File: src/rtl/rx_iq_packer.sv
// rx_iq_packer: buffers 24-bit I/Q receiver samples in a FIFO and
// serialises each one as six bytes (I MSB first, then Q) onto a
// valid/ready byte stream with frame start/end markers.
// Ports: clock, reset (sync, active-high); in_strobe/in_I/in_Q sample
// input; out_data/out_valid/out_ready/out_sof/out_eof byte stream;
// fill_level (FIFO words, excl. serialiser); overflow_count (saturating).
module rx_iq_packer #(
  parameter int DEPTH             = 64,
  parameter int SAMPLES_PER_FRAME = 63,
  parameter int OVF_WIDTH         = 16
) (
  input  logic                     clock,
  input  logic                     reset,
  input  logic                     in_strobe,
  input  logic [23:0]              in_I,
  input  logic [23:0]              in_Q,
  output logic [7:0]               out_data,
  output logic                     out_valid,
  input  logic                     out_ready,
  output logic                     out_sof,
  output logic                     out_eof,
  output logic [$clog2(DEPTH):0]   fill_level,
  output logic [OVF_WIDTH-1:0]     overflow_count
);

  localparam int AW = $clog2(DEPTH);
  localparam int SW =
    (SAMPLES_PER_FRAME > 1) ? $clog2(SAMPLES_PER_FRAME) : 1;
  localparam logic [AW:0]   FULL = (AW+1)'(DEPTH);
  localparam logic [SW-1:0] LAST = SW'(SAMPLES_PER_FRAME - 1);

  typedef enum logic {
    IDLE,
    SEND
  } state_e;

  state_e          state_q, state_d;
  logic [47:0]     mem [DEPTH];
  logic [AW-1:0]   wr_ptr_q, rd_ptr_q;
  logic [AW:0]     fill_q, fill_d;
  logic [47:0]     hold_q, hold_d;
  logic [2:0]      b_q, b_d;
  logic [SW-1:0]   sidx_q, sidx_d;
  logic [OVF_WIDTH-1:0] ovf_q;

  logic xfer, pop, push, drop, full, avail;

  assign full  = (fill_q == FULL);
  assign avail = (fill_q != '0);
  assign xfer  = (state_q == SEND) && out_ready;
  // A full FIFO still accepts a word when the serialiser pops this cycle.
  assign push  = in_strobe && (!full || pop);
  assign drop  = in_strobe && !push;

  always_comb begin
    state_d = state_q;
    hold_d  = hold_q;
    b_d     = b_q;
    sidx_d  = sidx_q;
    pop     = 1'b0;
    unique case (state_q)
      IDLE: begin
        if (avail) begin
          pop     = 1'b1;
          hold_d  = mem[rd_ptr_q];
          b_d     = 3'd0;
          state_d = SEND;
        end
      end
      SEND: begin
        if (xfer) begin
          if (b_q != 3'd5) begin
            b_d = b_q + 3'd1;
          end else begin
            b_d    = 3'd0;
            sidx_d = (sidx_q == LAST) ? '0 : sidx_q + 1'b1;
            // Back-to-back reload avoids a bubble between samples.
            if (avail) begin
              pop    = 1'b1;
              hold_d = mem[rd_ptr_q];
            end else begin
              state_d = IDLE;
            end
          end
        end
      end
      default: state_d = IDLE;
    endcase
  end

  always_comb begin
    fill_d = fill_q;
    unique case ({push, pop})
      2'b10:   fill_d = fill_q + 1'b1;
      2'b01:   fill_d = fill_q - 1'b1;
      default: fill_d = fill_q;
    endcase
  end

  always_ff @(posedge clock) begin
    if (push) mem[wr_ptr_q] <= {in_I, in_Q};
  end

  always_ff @(posedge clock) begin
    if (reset) begin
      state_q  <= IDLE;
      wr_ptr_q <= '0;
      rd_ptr_q <= '0;
      fill_q   <= '0;
      hold_q   <= '0;
      b_q      <= '0;
      sidx_q   <= '0;
      ovf_q    <= '0;
    end else begin
      state_q <= state_d;
      fill_q  <= fill_d;
      hold_q  <= hold_d;
      b_q     <= b_d;
      sidx_q  <= sidx_d;
      if (push) wr_ptr_q <= wr_ptr_q + 1'b1;
      if (pop)  rd_ptr_q <= rd_ptr_q + 1'b1;
      if (drop && (ovf_q != '1)) ovf_q <= ovf_q + 1'b1;
    end
  end

  always_comb begin
    out_data = '0;
    if (state_q == SEND) begin
      unique case (b_q)
        3'd0:    out_data = hold_q[47:40];
        3'd1:    out_data = hold_q[39:32];
        3'd2:    out_data = hold_q[31:24];
        3'd3:    out_data = hold_q[23:16];
        3'd4:    out_data = hold_q[15:8];
        3'd5:    out_data = hold_q[7:0];
        default: out_data = '0;
      endcase
    end
  end

  assign out_valid      = (state_q == SEND);
  assign out_sof        = out_valid && (b_q == 3'd0) && (sidx_q == '0);
  assign out_eof        = out_valid && (b_q == 3'd5) && (sidx_q == LAST);
  assign fill_level     = fill_q;
  assign overflow_count = ovf_q;

endmodule

File: config.mk
export PLATFORM = sky130hd
export DESIGN_NAME = rx_iq_packer
export DESIGN_NICKNAME = d
export VERILOG_FILES = /design/src/rtl/rx_iq_packer.sv
export SDC_FILE = /design/constraint.sdc
export NUM_CORES = 2
export LEC_CHECK = 0
export BUFFER_PORTS_ARGS = -buffer_cell sky130_fd_sc_hd__buf_2
export CORE_UTILIZATION = 40
export DETAILED_ROUTE_END_ITERATION = 8
export PLACE_DENSITY_LB_ADDON = 0.12
export SYNTH_ARGS = -nofsm -noshare
export SYNTH_HDL_FRONTEND = slang
export SYNTH_SLANG_ARGS = --single-unit
File: constraint.sdc
create_clock -name clock -period 4.8 [get_ports clock]
set_clock_uncertainty 0.05 [all_clocks]
set_input_delay 0.24 -clock clock [delete_from_list [all_inputs] [get_ports clock]]
set_output_delay 0.24 -clock clock [all_outputs]
set_load 0.01 [all_outputs]
Word-level counts from Yosys, hierarchy flattened
Memories as Yosys holds them, arrays and structs flattened. A register that Yosys moved wholly into a read port is not among the register bits.
Index checks and enable logic that the tools add are counted.
{"block": "op_classes", "bitwise": 2, "eq_ne": 14, "n_reduce_logical": 18, "muxes": 23, "n_addsub": 7}
{"operator": "two-way mux 48 bit", "n": 3}
{"operator": "one-hot mux 48 bit (2 select lines)", "n": 1}
{"operator": "one-hot mux 8 bit (6 select lines)", "n": 1}
{"operator": "adder 6 x 1 -> 6 bit (second input constant)", "n": 3}
{"operator": "two-way mux 6 bit", "n": 3}
{"operator": "adder 16 x 1 -> 16 bit (second input constant)", "n": 1}
{"operator": "inequality test 16 bit (second input constant)", "n": 1}
{"operator": "one-hot mux 7 bit (2 select lines)", "n": 1}
{"operator": "two-way mux 3 bit", "n": 3}
{"operator": "logical AND 1 bit", "n": 8}
{"operator": "two-way mux 8 bit", "n": 1}
{"operator": "adder 7 x 1 -> 7 bit (second input constant)", "n": 1}
{"operator": "equality test 7 bit (second input constant)", "n": 1}
{"operator": "two-way mux 1 bit", "n": 7}
{"operator": "nonzero test 7 bit", "n": 1}
{"operator": "subtractor 7 x 1 -> 7 bit (second input constant)", "n": 1}
{"operator": "equality test 3 x 2 -> 1 bit (second input constant)", "n": 2}
{"operator": "equality test 3 bit (second input constant)", "n": 2}
{"operator": "equality test 6 bit (second input constant)", "n": 1}
{"operator": "logical NOT 6 bit", "n": 1}
{"operator": "one-hot mux 3 bit (2 select lines)", "n": 1}
{"operator": "inequality test 2 bit (second input constant)", "n": 2}
{"operator": "one-hot mux 1 bit (2 select lines)", "n": 2}
{"operator": "AND reduction 2 bit", "n": 2}
{"operator": "other kinds (12)", "n": 14}
{"block": "word_totals", "ramBits": 3072, "wordCells": 73, "output_inout_bits": 34, "input_bits": 52, "register_bits": 93, "n_memories": 1}
{"memory": "mem", "depth": 64, "word_bits": 48, "rd": 1, "rd_ports_with_merged_regs": 1, "wr": 1, "line": "38", "source": "logic [47:0] mem [DEPTH];"}

Depth between registers and ports, before layout
{"block": "depth", "depth_word": 10, "mapped_depth": 13, "depth_no_buf": 11}

Worst setup path before layout
Ideal clock, no wire load.
{"block": "synth_timing", "kind": "register -> register", "start": "reg b_q[0]", "end": "mem mem[57][0], enable pin", "setup_ps": 454, "path_stages_with_launch": 8, "arrival_time_ps": 3690, "synth_period_minus_slack_ps": 4194, "t_required_ps": 4296, "setup_slack_ps": 606, "path_buffers": 1, "path_cell_list": "dfxtp_1 -> buf_2 -> nand4b_1 -> nand3_1 -> o21ai_1 -> nor2_1 -> nand3b_1 -> nor2_1"}
{"block": "synth_via", "elab_chain_cells": 8}
{"element": "start, declared", "line": "42", "source": "logic [2:0] b_q, b_d;"}
{"element": "start signal, assigned", "line": "111", "source": "b_q <= '0;"}
{"element": "start signal, assigned", "line": "118", "source": "b_q <= b_d;"}
{"element": "inequality test 3 bit", "line": "72", "source": "if (b_q != 3'd5) begin"}
{"element": "two-way mux 1 bit", "line": "72"}
{"element": "two-way mux 1 bit", "line": "71", "source": "if (xfer) begin"}
{"element": "one-hot mux 1 bit (2 select lines)", "line": "61", "source": "unique case (state_q)"}
{"element": "logical OR 1 bit", "line": "52", "source": "assign push = in_strobe && (!full || pop);"}
{"element": "logical AND 1 bit", "line": "52"}
{"element": "two-way mux 1 bit", "line": "101", "source": "if (push) mem[wr_ptr_q] <= {in_I, in_Q};"}
{"element": "two-way mux 1 bit (not written as such)", "line": "101"}
{"element": "end, declared", "line": "38"}
Every way passes these cells.

Worst setup path in the final report
{"block": "layout_timing", "start": "reg b_q[1]", "end": "mem mem[42][21], enable pin"}
Same word-level chain as after synthesis.

==> results.ini <==
[timing]
min_period_over_period_pct=85.4
fin_crit_ns=4.10
fmax_mhz=244
setup_viol=0
setup_ws_ns=0.701
slew_viol_final=0
worst_pin_slew_ns=1.29
relSlewSlack_pct=14.0
hold_viol=0
tns_ns=0
rsz0062_at_grt=false

[grt]
grt_pass1_wl_um=468000
grt_max_degree=105
grt_pass1_vias=61300
track_usage_pct=21.4
antenna_found_initial=6
grt_overflow=0

[logic_synthesis]
synthesis.nets=5966
yosysWarnings=0
synth_area_um2=121000
synthArstFlopShare_pct=0
yosysUniqueCellTypes=63
yosysSeqAreaShare_pct=77.9
synth_edf_count=3072
ys_seq_elements=3171
synth_area_per_cell_um2=20.5
ys.flop_type=edfxtp_1
synthCells=5901

[worst_setup_path]
critPathMaxFanout=31
critPathRequiredTime_ns=5.27
end_kind=flip-flop
critPathSlowestCell=nor2_4
cp-start-kind=flip-flop
path_buf_inv=1
crit_arrival_ns=4.57
path_delay_family=simple AND/OR/NAND/NOR gates
slowest_delay_ns=0.76
worstSetupPathType=flip-flop to flip-flop
crit_chain=nand4b_1 > nand3_1 > o21ai_1 > nor2_1 > nand3b_1 > nor2_4 > buf_4

[layout]
fill_cells=25300
drive_above_1_share_pct=21.0
area_growth_pct=14.8
stdcell_count=10500
nets=6320

[die]
core_area_um2=300000
initial_utilization_pct=40.3
rows=201
die_y_um=552
die_area_um2=305000
die_x_um=552
ios=86

[pwr]
comb_power_share_pct=14.0
p_switching_uw=16800
clock_power_share_pct=38.4
p_leak_uw=0.0419
p_per_area_nw_per_um2=472
total_power_uw=65600
peakVddDrop_uv=277
swShare_pct=25.6
p_int_uw=48800
pwr-share-seq_pct=47.6

[placement]
place_ws_ns=0.663
gp_congestion=0.782
io_buffers=85
placed_cells=9830
dpl.hpwl_um=183000

[worst_hold_path]
hold_class=input pin to flip-flop

[drt]
drtIter0Drc=5834
ant_nets=0
wl_um=331000
viasPerCell=5.75
via_count=60400
routedWlPerCell_um=31.5
firstDrtPassIters=5
drc=0

[clock_network]
cts_tree=yes
clk_pin_slew_worst_paths_ns=0.06
cts_buffer_depth=4
htreeDepth=5
cts_inserted_buffers=339
clk_latency_ns=0.90
cts_root_buf=clkbuf_16
cts_num_sinks=3171
cts-resized-gates=0

[status]
status=finished, final reports clean

[run]
drv_cap=0

## per-layer routing
layer  share of wire, %  GRT usage, %  up-vias  routed length, um
met1                 44          30.3    32800             145000
li1                   -             -    25500                  -
met4                2.5          5.73        0               8230
met3                5.2          2.59      425              17200
met2                 49          35.1     1699             161000
met5                  0             0        -                  0
## power groups by stage
stage / sequential [uW] / combinational [uW] / clock [uW]
2_1_floorplan: 31500 / 5730 / 0
6_report: 31200 / 9200 / 25200
4_1_cts: 31200 / 9400 / 25700
3_5_place_dp: 31800 / 9340 / 0
3_3_place_gp: 31800 / 9290 / 0
5_1_grt: 31200 / 9800 / 26700
## logic make-up after synthesis
kind of cell	count (synthesis)	share of synthesized area, %
muxes	1093	14.1
and+or+nand+nor	502	1.99
buffers and inverters	365	1.25
xor gates and xnor gates	26	0.188
adders and majority gates	13	0.141
AOI/OAI and AO/OA	731	4.46
DFF	3171	77.9
## final timing paths
| kind | start | endpoint | slack (ns) | cells past startpoint |
|---|---|---|---|---|
| max | b_q[1] | mem[42][21] | 0.70 | 7 |
| max reg2reg | b_q[1] | mem[42][21] | 0.70 | 7 |
| min reg2reg | rd_ptr_q[1] | flip-flop | 0.45 | 2 |
| min | in_I[20] | mem[41][44] | 0.10 | 1 |
## area by class of cell
class	instances	area, um2	area share, %
Multi-Input combinational cell	2365	25900	18.6
Clock buffer	448	9140	6.58
Inverter	12	45.0	0.0324
Sequential cell	3171	94200	67.8
Timing Repair Buffer	366	3240	2.33
Tap cell	3958	4950	3.56
Clock inverter	170	1430	1.03
Antenna cell	6	15.0	0.0108
## repair_timing
item                      4_1_cts  5_1_grt
hold endpoints to repair     1568        0
hold buffers                   42        0
buffers inserted                0        0
## sequential cells by signal, summed over array words and instances (netlist names), named ones only
name,cells
b_q,3
fill_level,7
hold_q,48
mem,3072
out_valid,1
overflow_count,16
rd_ptr_q,6
sidx_q,6
wr_ptr_q,6
## cells in the mapped netlist (all sizes together) (8+ instances only)
cell | count | area (um2)
o211ai | 21 | 163
a222oi | 18 | 180
nand2 | 87 | 327
a22oi | 226 | 1700
buf | 158 | 733
mux2 | 8 | 90.1
a211oi | 8 | 60.1
a221oi | 98 | 858
and3 | 8 | 50.1
dfxtp | 99 | 1980
mux4 | 490 | 11000
xor2 | 19 | 166
or3 | 8 | 50.1
nor2 | 140 | 526
nand3 | 161 | 806
nor2b | 35 | 219
a21oi | 119 | 596
inv | 11 | 41.3
nor3 | 12 | 71.3
o221ai | 41 | 359
nand4 | 8 | 50.1
nand2b | 9 | 56.3
a22o | 62 | 543
edfxtp | 3072 | 92200
mux2i | 595 | 5960
nand3b | 16 | 120
o21ai | 17 | 100
ha | 12 | 150
clkbuf | 195 | 732
o22ai | 91 | 569
## metrics by stage
step / instance area [um2] / utilization (%) / hold slack [ns]
after detailed placement: 128000 / 42.6 / 0.441
after floorplan: 121000 / - / 0.289
after global routing: 139000 / 46.3 / 0.0874
after global placement: 128000 / 42.6 / 0.425
after CTS: 139000 / 46.3 / 0.0203
final: 139000 / 46.3 / 0.102
## cells in the final DEF, fill, tap and decap left out, drive strengths merged, types with 87 or more instances in the layout
| cell type | synthesis | final |
|---|---|---|
| o22ai | 91 | 91 |
| a21oi | 119 | 119 |
| nand2 | 87 | 87 |
| dfxtp | 99 | 99 |
| buf | 158 | 324 |
| a221oi | 98 | 98 |
| nand3 | 161 | 161 |
| clkinv | 1 | 128 |
| mux2i | 595 | 595 |
| a22oi | 226 | 226 |
| edfxtp | 3072 | 3072 |
| nor2 | 140 | 140 |
| mux4 | 490 | 490 |
| clkbuf | 195 | 448 |
Power figures use the tool's default switching activity.
